--- src/rtl/jzjpcc_fetch_controller_if.sv ---
// Fetch controller bus: pipeline/memory control inputs and fetch/decode status outputs.
interface jzjpcc_fetch_controller_if #(
  parameter int unsigned PC_MAX_B = 15
);
  logic                pcCTWriteEnable;
  logic [PC_MAX_B:2]   controlTransferNewPC;
  logic                hazardStall;
  logic                imemReady;
  logic                haltRequest;
  logic [PC_MAX_B:2]   fetchPC;
  logic                fetchRequest;
  logic [PC_MAX_B:2]   currentPC_decode;
  logic                decodeValid;
  logic                flushDecode;
  logic                halted;
  logic [31:0]         redirectCount;

  // Fetch controller side.
  modport master (
    input  pcCTWriteEnable, controlTransferNewPC, hazardStall, imemReady, haltRequest,
    output fetchPC, fetchRequest, currentPC_decode, decodeValid, flushDecode, halted,
           redirectCount
  );

  // Pipeline / instruction-memory side.
  modport slave (
    output pcCTWriteEnable, controlTransferNewPC, hazardStall, imemReady, haltRequest,
    input  fetchPC, fetchRequest, currentPC_decode, decodeValid, flushDecode, halted,
           redirectCount
  );
endinterface

--- src/rtl/jzjpcc_fetch_controller.sv ---
// Fetch controller: sequences the word-indexed fetch PC, handles decode-stage
// redirects, load-use stalls, instruction-memory wait states and halt.
module jzjpcc_fetch_controller #(
  parameter int unsigned PC_MAX_B = 15,
  parameter logic [31:0] RESET_PC = 32'h00000000
) (
  input  logic                          clock,
  input  logic                          reset,
  jzjpcc_fetch_controller_if.master     bus
);
  localparam int unsigned W = PC_MAX_B - 1;

  typedef enum logic {
    ST_RUN    = 1'b0,
    ST_HALTED = 1'b1
  } state_t;

  state_t        r_state;
  logic [W-1:0]  r_fetch_pc;
  logic [W-1:0]  r_cur_pc;
  logic          r_decode_valid;
  logic          r_halted;
  logic [31:0]   r_redirect_cnt;

  logic          w_run;
  logic          w_take_halt;
  logic          w_take_stall;
  logic          w_take_redir;

  // Per-cycle action select; decode-stage requests only count with a real instruction in decode.
  always_comb begin
    w_run        = (r_state == ST_RUN);
    w_take_halt  = w_run & r_decode_valid & bus.haltRequest;
    w_take_stall = w_run & r_decode_valid & bus.hazardStall & ~w_take_halt;
    w_take_redir = w_run & r_decode_valid & bus.pcCTWriteEnable & ~w_take_halt & ~w_take_stall;
  end

  // State machine and PC/decode registers.
  always_ff @(posedge clock) begin
    if (reset) begin
      r_state        <= ST_RUN;
      r_fetch_pc     <= RESET_PC[PC_MAX_B:2];
      r_cur_pc       <= '0;
      r_decode_valid <= 1'b0;
      r_halted       <= 1'b0;
      r_redirect_cnt <= '0;
    end else if (r_state == ST_RUN) begin
      if (w_take_halt) begin
        r_state        <= ST_HALTED;
        r_halted       <= 1'b1;
        r_decode_valid <= 1'b0;
      end else if (w_take_stall) begin
        r_state <= ST_RUN;
      end else if (w_take_redir) begin
        r_fetch_pc     <= bus.controlTransferNewPC;
        r_decode_valid <= 1'b0;
        r_redirect_cnt <= r_redirect_cnt + 32'(1);
      end else if (!bus.imemReady) begin
        r_decode_valid <= 1'b0;
      end else begin
        r_cur_pc       <= r_fetch_pc;
        r_decode_valid <= 1'b1;
        r_fetch_pc     <= r_fetch_pc + W'(1);
      end
    end
  end

  // Combinational handshake outputs; everything else comes straight from registers.
  assign bus.fetchRequest     = w_run & ~w_take_halt & ~w_take_stall;
  assign bus.flushDecode      = w_take_redir;
  assign bus.fetchPC          = r_fetch_pc;
  assign bus.currentPC_decode = r_cur_pc;
  assign bus.decodeValid      = r_decode_valid;
  assign bus.halted           = r_halted;
  assign bus.redirectCount    = r_redirect_cnt;
endmodule

--- src/flat_wrapper.sv ---
// flat-port wrapper written by rule: the top's interface ports become plain ports
module jzjpcc_fetch_controller_flat 
#(
  parameter int unsigned PC_MAX_B = 15,
  parameter logic [31:0] RESET_PC = 32'h00000000
)
  (clock, reset, bus_pcCTWriteEnable, bus_controlTransferNewPC, bus_hazardStall, bus_imemReady, bus_haltRequest, bus_fetchPC, bus_fetchRequest, bus_currentPC_decode, bus_decodeValid, bus_flushDecode, bus_halted, bus_redirectCount);
  jzjpcc_fetch_controller_if #(.PC_MAX_B(PC_MAX_B)) bus_i ();
  input  logic clock;
  input  logic reset;
  input wire logic [$bits(bus_i.pcCTWriteEnable)-1:0] bus_pcCTWriteEnable;
  input wire logic [$bits(bus_i.controlTransferNewPC)-1:0] bus_controlTransferNewPC;
  input wire logic [$bits(bus_i.hazardStall)-1:0] bus_hazardStall;
  input wire logic [$bits(bus_i.imemReady)-1:0] bus_imemReady;
  input wire logic [$bits(bus_i.haltRequest)-1:0] bus_haltRequest;
  output wire logic [$bits(bus_i.fetchPC)-1:0] bus_fetchPC;
  output wire logic [$bits(bus_i.fetchRequest)-1:0] bus_fetchRequest;
  output wire logic [$bits(bus_i.currentPC_decode)-1:0] bus_currentPC_decode;
  output wire logic [$bits(bus_i.decodeValid)-1:0] bus_decodeValid;
  output wire logic [$bits(bus_i.flushDecode)-1:0] bus_flushDecode;
  output wire logic [$bits(bus_i.halted)-1:0] bus_halted;
  output wire logic [$bits(bus_i.redirectCount)-1:0] bus_redirectCount;
  assign bus_i.pcCTWriteEnable = bus_pcCTWriteEnable;
  assign bus_i.controlTransferNewPC = bus_controlTransferNewPC;
  assign bus_i.hazardStall = bus_hazardStall;
  assign bus_i.imemReady = bus_imemReady;
  assign bus_i.haltRequest = bus_haltRequest;
  assign bus_fetchPC = bus_i.fetchPC;
  assign bus_fetchRequest = bus_i.fetchRequest;
  assign bus_currentPC_decode = bus_i.currentPC_decode;
  assign bus_decodeValid = bus_i.decodeValid;
  assign bus_flushDecode = bus_i.flushDecode;
  assign bus_halted = bus_i.halted;
  assign bus_redirectCount = bus_i.redirectCount;
  jzjpcc_fetch_controller #(.PC_MAX_B(PC_MAX_B), .RESET_PC(RESET_PC)) u_core (.clock(clock), .reset(reset), .bus(bus_i));
endmodule
--- config.mk ---
export PLATFORM = sky130hd
export DESIGN_NAME = jzjpcc_fetch_controller_flat
export DESIGN_NICKNAME = d
export VERILOG_FILES = /design/src/rtl/jzjpcc_fetch_controller_if.sv /design/src/rtl/jzjpcc_fetch_controller.sv /design/src/flat_wrapper.sv
export SDC_FILE = /design/constraint.sdc
export NUM_CORES = 1
export LEC_CHECK = 0
export CAP_MARGIN = 40
export CORE_AREA = 4 4 94 96
export CTS_CLUSTER_DIAMETER = 80
export CTS_CLUSTER_SIZE = 40
export DETAILED_ROUTE_END_ITERATION = 16
export DIE_AREA = 0 0 98 100
export GPL_TIMING_DRIVEN = 0
export PLACE_DENSITY = 0.68
export SETUP_SLACK_MARGIN = 0.3
export SKIP_CTS_REPAIR_TIMING = 1
export SYNTH_ARGS = -nofsm -noshare
export SYNTH_HDL_FRONTEND = slang
export SYNTH_SLANG_ARGS = --single-unit
export TNS_END_PERCENT = 10
--- constraint.sdc ---
create_clock -name clock -period 2.25 [get_ports clock]
set_clock_uncertainty 0.05 [all_clocks]
set_input_delay 0.675 -clock clock [delete_from_list [all_inputs] [get_ports clock]]
set_output_delay 0.675 -clock clock [all_outputs]
set_load 0.05 [all_outputs]
Yosys cells after proc, flatten, opt, wreduce, memory -nomap -nowiden:

Index checks and enable logic that the tools add are counted.

* register bits after elaboration: 63
* input bits: 20
* output and inout port bits: 64

* $add $sub $neg: 2
* equality and inequality tests: 1
* mux-type cells: 8
* bitwise operators: 13
* reduce and logical (&&, ||, !) cells: 6

Operator list (number)
* 32-bit by 1-bit adder with 32-bit output (second input constant): 1
* 14-bit 2-to-1 mux: 2
* 14-bit by 1-bit adder with 14-bit output (second input constant): 1
* 1-bit bitwise AND: 9
* 4-bit AND reduction: 2
* 1-bit 2-to-1 mux: 6
* 5-bit AND reduction: 1
* 1-bit NOT: 4
* 2-bit AND reduction: 2
* 2-bit by 1-bit inequality test with 1-bit output (second input constant): 1
* 2-bit nonzero test: 1

Longest topological paths before layout:

Gate-level depths: netlist of run 1.

* depth after elaboration: 10
* gate-level depth with buffers: 8
* gate-level depth less buffers: 5

Worst setup path after synthesis of run 1:

Ideal clock, no wire load.

* path kind: input to output
* from: in bus_haltRequest
* to: out bus_fetchRequest
* data arrival time: 1800 ps
* data required time: 1525 ps
* setup slack: -275 ps
* stages on the path: 2
* path buffers: 0
* cell sequence: or2_2 a21oi_1

* word-level cells in the longest chain between the ends: 5
* elaborated cells between the ends (all ways): 6
* those cells by class: 6 x bitwise

Ends and longest elaborated chain
* from (decl): RTL line flat_wrapper.sv:15 `input wire logic [$bits(bus_i.haltRequest)-1:0] bus_haltRequest;`
* 1-bit bitwise AND *: RTL line jzjpcc_fetch_controller.sv:33 `w_take_halt = w_run & r_decode_valid & bus.haltRequest;`
* 1-bit NOT (no line) *
* 1-bit bitwise AND: RTL line jzjpcc_fetch_controller.sv:34 `w_take_stall = w_run & r_decode_valid & bus.hazardStall & ~w_take_halt;`
* 1-bit NOT (no line)
* 1-bit bitwise AND *: RTL line jzjpcc_fetch_controller.sv:69 `assign bus.fetchRequest = w_run & ~w_take_halt & ~w_take_stall;`
* to (decl): RTL line flat_wrapper.sv:17 `output wire logic [$bits(bus_i.fetchRequest)-1:0] bus_fetchRequest;`

Every way passes the cells marked *; elsewhere a longest branch is shown, timed or not.

Final worst setup path of run 1:

* from: in bus_pcCTWriteEnable
* to: out bus_flushDecode

* word-level cells in the longest chain between the ends: 3

Ends and longest elaborated chain
* from (decl): RTL line flat_wrapper.sv:11 `input wire logic [$bits(bus_i.pcCTWriteEnable)-1:0] bus_pcCTWriteEnable;`
* 1-bit bitwise AND (3 in series): RTL line jzjpcc_fetch_controller.sv:35 `w_take_redir = w_run & r_decode_valid & bus.pcCTWriteEnable & ~w_take_halt & ~w_take_stall;`
* to (decl): RTL line flat_wrapper.sv:20 `output wire logic [$bits(bus_i.flushDecode)-1:0] bus_flushDecode;`

Every way passes these cells.

==> impl_metrics.toml, run 1 <==
[placement]
pre_cts_ws_ns = -1.25
hpwl_um = 6650
post_dp_cell_area_um2 = 4170
gp_congestion = 0.936
dp.cells = 555
io_buffers = 82

[global_routing]
grt-ovfl-total = 0
grt_pass1_wl_um = 15000
met1_usage = 0.252
grt_max_degree = 11
antenna_found_initial = 0
grtUsageMet3 = 0.0486
grt_util_met2 = 0.297
grt.busiest_layer = "met2"
grt_pass1_vias = 2956
track_usage = 0.188

[yosys]
synth_area_um2 = 3150
syn-num-nets = 390
netlist_instances = 368
ys_ff_latch = 63
synth_cell_types = 50
async_flop_share = 0
synth_edf_count = 0
synth_ff_type = "dfxtp_1"
synth_area_leaders = "dfxtp_1, a21oi_1, mux2i_1, nor2_1, nand3_1"
synth_top_area_cell = "dfxtp_1"
syn_area_per_cell_um2 = 8.57
synth_warnings = 0
yosysSeqAreaShare = 0.400
synth_top_area_share = 0.400

[detailed_routing]
drt_wl_total_um = 9960
post-route-drc-count = 0
vias = 3248
wire_per_inst_um = 17.2
viasPerCell = 5.62
first_iter_violations = 188
ant_nets = 0
drtPass1Iterations = 4

[die]
floorplan.initialDensity = 0.392
core_area_um2 = 8050
chipWidth_um = 98
num_rows = 33
pin_count = 84
die_area_um2 = 9800
die_h_um = 100

[final_layout]
seq_area_um2 = 1280
drive_gt1_frac = 0.254
multi_input_area_um2 = 2040
final_area_um2 = 4760
fin_nets = 493
fill_cells = 737
final_cell_count_no_fill = 578
fin_util = 0.591
diodes = 0
syn_to_final_growth_pct = 50.8

[clocking]
clk_latency_ns = 0.34
cts-root-buf = "clkbuf_8"
cts_tree = "done"
cts-buffers-inserted = 9
htree_levels = 3
numClockSinks = 63
clk_pin_slew_ns = 0.06
clock_path_buffers = 2

[critical_path]
worstSetupPathType = "in2out"
endpoint = "bus_flushDecode"
reg2reg_depth = 8
worst_ep_required_time_ns = 1.52
path_buf_inv = 5
r2r_end = "u_core.bus.redirectCount[26]"
path_cells = "buf_4, and3b_1, buf_6, nand2_8, inv_6, buf_12, buf_12"
worst_path_largest_cell_delay_ns = 0.19
crit_start = "bus_pcCTWriteEnable"
cp_top_family = "buffers and inverters"
crit_path_frequent_cell = "buf_12"
reg2reg_from = "u_core.bus.decodeValid"
critPathMaxFanout = 10
cp_slowest_cell = "and3b_1"
arrival_ns = 1.54
worst_setup_path_start_kind = "input pin"
worst-path-stages = 7
critPathCaptureType = "output port"
r2r_slack_ns = 0.13

[timing]
finalSetupViolations = 1
fmax_ghz = 0.441
rsz0062_at_grt = "true"
slew_viol_final = 0
post-route-period-util = 1.01
layout_min_cycle_time_ns = 2.27
hold_viol = 0
setup_ws_ns = -0.0195
relSlewSlack = 0.614
worstMarginPinSlew_ns = 0.579

[outcome]
status = "finished with violations"
violations = "setup timing"

[power]
leakage_uw = 0.00253
ir_drop_mv = 0.366
p_per_area_nw_per_um2 = 476
finalPower_uw = 2260

[worst_hold_path]
hp-class = "reg2reg"

[flow_run]
maxCapViolCount = 0
[routing by layer]
metal  part of all wire  wire length [µm]  vias to the layer above
li1                   -                 -                     1557
met1               0.45              4500                     1584
met2               0.48              4730                       96
met3              0.060               593                       11
met4              0.013               132                        0
met5                  0                 0                        -
[worst min-delay path, cell delays in order (launching register included)]
cell and delay (ns):
dfxtp_1 0.32, mux2i_1 0.06, nor2_1 0.07
[state kept, by name (all words and copies together) (netlist names)]
| register | cells |
|---|---|
| u_core.bus.currentPC_decode | 14 |
| u_core.bus.decodeValid | 1 |
| u_core.bus.fetchPC | 14 |
| u_core.bus.halted | 1 |
| u_core.bus.redirectCount | 32 |
| u_core.r_state | 1 |
[cells in the mapped netlist, drive strengths merged (2+ instances only)]
| library cell | n |
|---|---|
| o31a | 5 |
| a21oi | 32 |
| and4 | 7 |
| o32ai | 6 |
| o21ai | 10 |
| or4 | 9 |
| a211o | 2 |
| xnor2 | 3 |
| or3 | 4 |
| and2 | 4 |
| o31ai | 10 |
| mux2i | 15 |
| nand4 | 10 |
| and3 | 6 |
| nor4 | 12 |
| clkbuf | 14 |
| mux2 | 12 |
| nand2 | 19 |
| nor2b | 11 |
| inv | 12 |
| nand2b | 2 |
| nand3 | 23 |
| nor2 | 38 |
| buf | 11 |
| dfxtp | 63 |
| a211oi | 3 |
| ha | 2 |
| xor2 | 5 |
[kinds of logic after synthesis]
kind of cell,after synthesis,synth area share
fa+ha+maj,2,0.00793
flops,63,0.400
compound gates,78,0.159
buf+inv,37,0.0504
mux,27,0.0904
xor+xnor,8,0.0222
simple gates,153,0.270
[final cells by class]
class                   count  share of cell area
clock inverters             2             0.00210
inverters                  12              0.0105
plain buffers              25              0.0408
well taps                 105              0.0276
clock buffers              11              0.0297
flip-flops and latches     63               0.269
repair buffers             91               0.192
multi-input cells         269               0.429
[cell usage in the layout, fill, tap and decap left out, types with 3 or more instances in the layout]
master           instances
nor4_4                   7
clkbuf_1                 9
buf_12                   5
mux2_4                   5
nor4_2                   3
o32ai_1                  6
dlymetal6s2s_1          42
and2_1                   4
o31ai_1                  6
dfxtp_1                 54
clkbuf_8                10
o31a_1                   5
nor2b_1                 11
buf_1                    4
nand4_1                 10
dfxtp_2                  7
or4_4                    3
a21oi_1                 27
a21oi_2                  4
buf_4                   10
nand2_1                 18
and3_1                   6
nand3_1                 20
mux2i_1                 15
or4_1                    6
clkbuf_2                23
buf_6                    6
xnor2_1                  3
and4_1                   5
clkdlybuf4s50_1         14
xor2_1                   5
inv_1                   11
nand3_4                  3
mux2_2                   7
clkbuf_4                 3
o21ai_0                 10
nor2_1                  37
[through the flow]
stage | hold slack [ns] | setup TNS (ns)
finish | 0.438 | -0.0195
global route | 0.469 | -0.0509
CTS | 0.435 | -20.64
detailed placement | 0.420 | -37.36
global placement | 0.425 | -36.49
floorplan | 0.495 | -0.307
[where the power goes]
group	internal (µW)	total [µW]	switching, µW
Combinational	112	288	176
Clock	408	831	423
Sequential	1130	1150	17.1
[worst min-delay path by stage]
| stage | end | from | slack, ns | depth (start not counted) |
|---|---|---|---|---|
| 2_1_floorplan | u_core.r_state | u_core.r_state | 0.50 | 2 |
| 3_3_place_gp | u_core.bus.currentPC_decode[9] | u_core.bus.currentPC_decode[9] | 0.42 | 2 |
| 3_5_place_dp | u_core.bus.halted | u_core.bus.halted | 0.42 | 2 |
| 4_1_cts | u_core.bus.halted | u_core.bus.halted | 0.44 | 2 |
| 5_1_grt | u_core.bus.halted | u_core.bus.halted | 0.47 | 2 |
| 6_report | u_core.bus.currentPC_decode[13] | u_core.bus.currentPC_decode[13] | 0.44 | 2 |
(Power assumes the default switching activity.)
==> run 2: changes to the inputs <==
==> constraint.sdc (replaced) <==
create_clock -name clock -period 2.25 [get_ports clock]
set_clock_uncertainty 0.05 [all_clocks]
set_input_delay 0.3375 -clock clock [delete_from_list [all_inputs] [get_ports clock]]
set_output_delay 0.3375 -clock clock [all_outputs]
set_load 0.05 [all_outputs]
==> run 2 against run 1 <==
  * The run now ends clean
  * Die area stayed put
  * Fmax is 9.7% higher
  * Via count is 1.6% lower
  * Worst hold slack worse by 0.023 ns
  * First-iteration DRC count is 28% higher
  * Critical path depth is 1 lower
  * Critical path type is now reg2reg
==> impl_metrics.toml, run 2 (same netlist as run 1, synthesis figures left out) <==
[die]
floorplan.initialDensity = 0.392
pin_count = 84
core_area_um2 = 8050
die_h_um = 100
chipWidth_um = 98
num_rows = 33
die_area_um2 = 9800

[clocking]
clk_latency_ns = 0.34
cts_tree = "done"
clk_pin_slew_ns = 0.07
numClockSinks = 63
cts-buffers-inserted = 9
htree_levels = 3
cts-root-buf = "clkbuf_8"
clock_path_buffers = 2

[detailed_routing]
first_iter_violations = 240
drtPass1Iterations = 4
viasPerCell = 5.55
drt_wl_total_um = 9250
wire_per_inst_um = 16.1
vias = 3196
post-route-drc-count = 0
ant_nets = 0

[critical_path]
critPathCaptureType = "register"
reg2reg_from = "u_core.bus.redirectCount[2]"
critPathMaxFanout = 10
arrival_ns = 2.24
endpoint = "u_core.bus.redirectCount[26]"
r2r_slack_ns = 0.18
worst_setup_path_start_kind = "register"
r2r_end = "u_core.bus.redirectCount[26]"
worst_ep_required_time_ns = 2.42
worstSetupPathType = "reg2reg"
reg2reg_depth = 6
crit_start = "u_core.bus.redirectCount[2]"

[power]
p_per_area_nw_per_um2 = 525
leakage_uw = 0.00158
ir_drop_mv = 0.312

[global_routing]
antenna_found_initial = 0
grt_pass1_wl_um = 15200
grt_pass1_vias = 3085
grt-ovfl-total = 0
track_usage = 0.190
grt_max_degree = 12

[placement]
gp_congestion = 0.885
hpwl_um = 6600
pre_cts_ws_ns = -0.917
io_buffers = 82

[flow_run]
maxCapViolCount = 0

[final_layout]
syn_to_final_growth_pct = 41.3
drive_gt1_frac = 0.176
final_cell_mix = "clkdlybuf4s50_1, dfxtp_1, nor2_1"
largest_register_ff_count = 32
layout_commonest_cell = "clkdlybuf4s50_1"
diodes = 0
fin_nets = 488

[timing]
fmax_ghz = 0.483
finalSetupViolations = 0
slew_viol_final = 0
holdWs_ns = 0.415
totalNegativeSetupSlack_ns = 0
post-route-period-util = 0.920
relSlewSlack = 0.590
setup_ws_ns = 0.180
rsz0062_at_grt = "true"
hold_viol = 0
layout_min_cycle_time_ns = 2.07
worstMarginPinSlew_ns = 0.615

[worst_hold_path]
hp-class = "in2reg"

[outcome]
status = "completed"
[run 2: cell count changes in the layout (fill, tap and decap cells not counted), sizes merged]
cell           delta
clkbuf           -17
buf               -9
dlymetal6s2s     -39
nand3             -1
clkinvlp          +1
clkdlybuf4s50    +63
[run 2: worst min path at each step]
stage,start,end,depth (start not counted)
floorplan,bus_controlTransferNewPC[0],u_core.bus.fetchPC[2],2
global placement,u_core.bus.redirectCount[1],u_core.bus.redirectCount[1],2
detailed placement,u_core.bus.redirectCount[18],u_core.bus.redirectCount[18],2
CTS,u_core.bus.redirectCount[18],u_core.bus.redirectCount[18],2
global route,bus_haltRequest,u_core.r_state,3
finish,bus_haltRequest,u_core.r_state,3
[run 2: metal layers]
metal | vias up | part of all wire | GRT usage
met5 | - | 0 | 0
met4 | 0 | 0.018 | 0.0777
met1 | 1534 | 0.48 | 0.262
met2 | 89 | 0.46 | 0.299
li1 | 1557 | - | -
met3 | 16 | 0.039 | 0.0292
[run 2: worst max-delay path, cell delays in order, from the launching register on]
cell     delay [ns]
dfxtp_4        0.37
or3b_4         0.39
or3_4          0.38
buf_6          0.15
buf_6          0.15
nor4_4         0.15
mux2_4         0.32
[run 2: area by class of cell]
class,count,area (µm²)
well taps,105,131
flip-flops and latches,63,1300
multi-input cells,268,1790
repair buffers,87,866
fillers,754,3590
clock buffers,13,169
clock inverters,3,17.5
plain buffers,25,140
inverters,12,45.0
[run 2: through the flow]
step           std cells  power (µW)   util  cell area, µm²
6_report             576        2340  0.554            4460
5_1_grt              576        2430  0.554            4460
4_1_cts              571        2350  0.541            4350
3_5_place_dp         555        1430  0.517            4170
3_3_place_gp         555        1420  0.517            4170
2_1_floorplan        368        1320      -            3210
[run 2: power breakdown]
part,internal (µW),switching [µW],total (µW)
sequential,1130,16.9,1140
clock,487,444,931
combinational,102,165,267
==> run 3: changes to the inputs <==
--- a/config.mk
+++ b/config.mk
@@ -11,8 +11,9 @@
 export CTS_CLUSTER_SIZE = 40
 export DETAILED_ROUTE_END_ITERATION = 16
 export DIE_AREA = 0 0 98 100
+export GPL_ROUTABILITY_DRIVEN = 0
 export GPL_TIMING_DRIVEN = 0
-export PLACE_DENSITY = 0.68
+export PLACE_DENSITY = 0.65
 export SETUP_SLACK_MARGIN = 0.3
 export SKIP_CTS_REPAIR_TIMING = 1
 export SYNTH_ARGS = -nofsm -noshare
==> constraint.sdc (replaced) <==
create_clock -name clock -period 2.51 [get_ports clock]
set_clock_uncertainty 0.05 [all_clocks]
set_input_delay 0.3765 -clock clock [delete_from_list [all_inputs] [get_ports clock]]
set_output_delay 0.3765 -clock clock [all_outputs]
set_load 0.05 [all_outputs]
==> run 3 against run 2 <==
  * Critical path depth fell by 5
  * Wire length fell by 0.83%
  * Clock power fell by 6.7%
==> impl_metrics.toml, run 3 (same netlist as run 1, synthesis figures left out) <==
[final_layout]
final_cell_mix = "clkdlybuf4s50_1, dfxtp_1, nor2_1"
layout_commonest_cell = "clkdlybuf4s50_1"
syn_to_final_growth_pct = 39.2
fill_cells = 766
fin_util = 0.545
drive_gt1_frac = 0.118
diodes = 0
fin_nets = 485
largest_register_ff_count = 32

[critical_path]
r2r_end = "u_core.bus.redirectCount[25]"
arrival_ns = 1.71
r2r_slack_ns = 0.38
worstSetupPathType = "reg2out"
reg2reg_from = "u_core.bus.decodeValid"
worst_path_largest_cell_delay_ns = 0.88
cp_top_family = "buffers and inverters"
worst_ep_required_time_ns = 2.08
cp_slowest_cell = "clkdlybuf4s50_1"
critPathCaptureType = "output port"
path_buf_inv = 1
worst_setup_path_start_kind = "register"
reg2reg_depth = 7
path_cells = "clkdlybuf4s50_1"
critPathMaxFanout = 7

[detailed_routing]
drt_wl_total_um = 9170
first_iter_violations = 140
drtPass1Iterations = 5
highest_layer = "met4"
wl_met3_um = 613
wire_per_inst_um = 16.0
vias = 3154
wl_met2_um = 4400
ant_nets = 0
post-route-drc-count = 0
viasPerCell = 5.50
wl_met1_um = 3990

[global_routing]
grt_pass1_wl_um = 15000
grt_max_degree = 11
grt-ovfl-total = 0
antenna_found_initial = 0
grt_pass1_vias = 3142
track_usage = 0.187

[timing]
layout_min_cycle_time_ns = 2.13
hold_viol = 0
post-route-period-util = 0.850
finalSetupViolations = 0
totalNegativeSetupSlack_ns = 0
slew_viol_final = 0
relSlewSlack = 0.591
worstMarginPinSlew_ns = 0.613
fmax_ghz = 0.469
rsz0062_at_grt = "true"

[clocking]
htree_levels = 3
numClockSinks = 63
clk_pin_slew_ns = 0.07
cts-root-buf = "clkbuf_8"
clock_path_buffers = 2
cts-buffers-inserted = 9
cts_tree = "done"
clk_latency_ns = 0.34

[die]
floorplan.initialDensity = 0.392
pin_count = 84
num_rows = 33
die_h_um = 100
die_area_um2 = 9800
chipWidth_um = 98
core_area_um2 = 8050

[power]
leakage_uw = 0.00156
finalPower_uw = 2130
internal_power_uw = 1580
ir_drop_mv = 0.267
switching_share = 0.258
p_sw_uw = 550
p_seq_frac = 0.481
clockPowerShare = 0.407
p_per_area_nw_per_um2 = 486
power_frac_comb = 0.111

[worst_hold_path]
min_from = "u_core.bus.redirectCount[1]"
hold_path_end = "u_core.bus.redirectCount[1]"
worstHoldPathCells = 2
hp-class = "reg2reg"

[outcome]
status = "completed"

[placement]
hpwl_um = 6530
io_buffers = 82

[flow_run]
maxCapViolCount = 0
==> run 3: cell count changes in the layout (fill, tap and decap cells not counted), sizes merged <==
| cell | before | now |
|---|---|---|
| clkinvlp | 1 | 0 |
| buf | 17 | 13 |
| bufinv | 0 | 1 |
| clkinv | 2 | 3 |
==> run 3: routing by layer <==
metal	up-vias	GRT usage
met4	0	0.0820
met5	-	0
met3	15	0.0507
met1	1502	0.228
met2	85	0.313
li1	1552	-
==> run 3: per-stage QoR <==
stage,setup slack (ns),cell area (µm²),instances,hold WS (ns)
floorplan,0.288,3160,368,0.462
global placement,-0.727,4120,555,0.417
detailed placement,-0.739,4120,555,0.419
CTS,-0.756,4310,571,0.429
global route,0.287,4390,573,0.452
finish,0.378,4390,573,0.424
==> run 3: worst reg2reg max path: stages, from the launching register on <==
cell and delay (ns):
dfxtp_4 0.35, buf_4 0.15, and3b_1 0.20, buf_6 0.16
nand3_2 0.22, clkbuf_2 0.30, nor4_1 0.24, mux2_2 0.36
==> run 3: area by class of cell <==
class,instances,area (µm²),share of cell area
sequential,63,1270,0.290
inverter,12,45.0,0.0103
clock buffer,12,145,0.0331
timing repair buffer,84,843,0.192
tap,105,131,0.0299
multi-input combinational,268,1780,0.405
buffer,25,131,0.0299
clock inverter,4,45.0,0.0103
==> run 3: worst max-delay path by stage <==
| stage | from | endpoint | slack [ns] | depth (start not counted) |
|---|---|---|---|---|
| 6_report | u_core.bus.fetchPC[6] | bus_fetchPC[4] | 0.38 | 1 |
| 5_1_grt | u_core.bus.decodeValid | u_core.bus.redirectCount[25] | 0.29 | 7 |
| 4_1_cts | bus_haltRequest | bus_flushDecode | -0.76 | 6 |
| 3_5_place_dp | bus_haltRequest | bus_flushDecode | -0.74 | 6 |
| 3_3_place_gp | bus_haltRequest | bus_flushDecode | -0.73 | 6 |
| 2_1_floorplan | u_core.bus.redirectCount[2] | u_core.bus.redirectCount[26] | 0.29 | 6 |
==> run 3: power groups by stage <==
stage	sequential (µW)	clock [µW]	combinational, µW
after floorplan	1080	0	101
after global placement	1050	0	230
after detailed placement	1050	0	229
after CTS	1030	890	231
after global routing	1030	925	256
final	1030	869	237
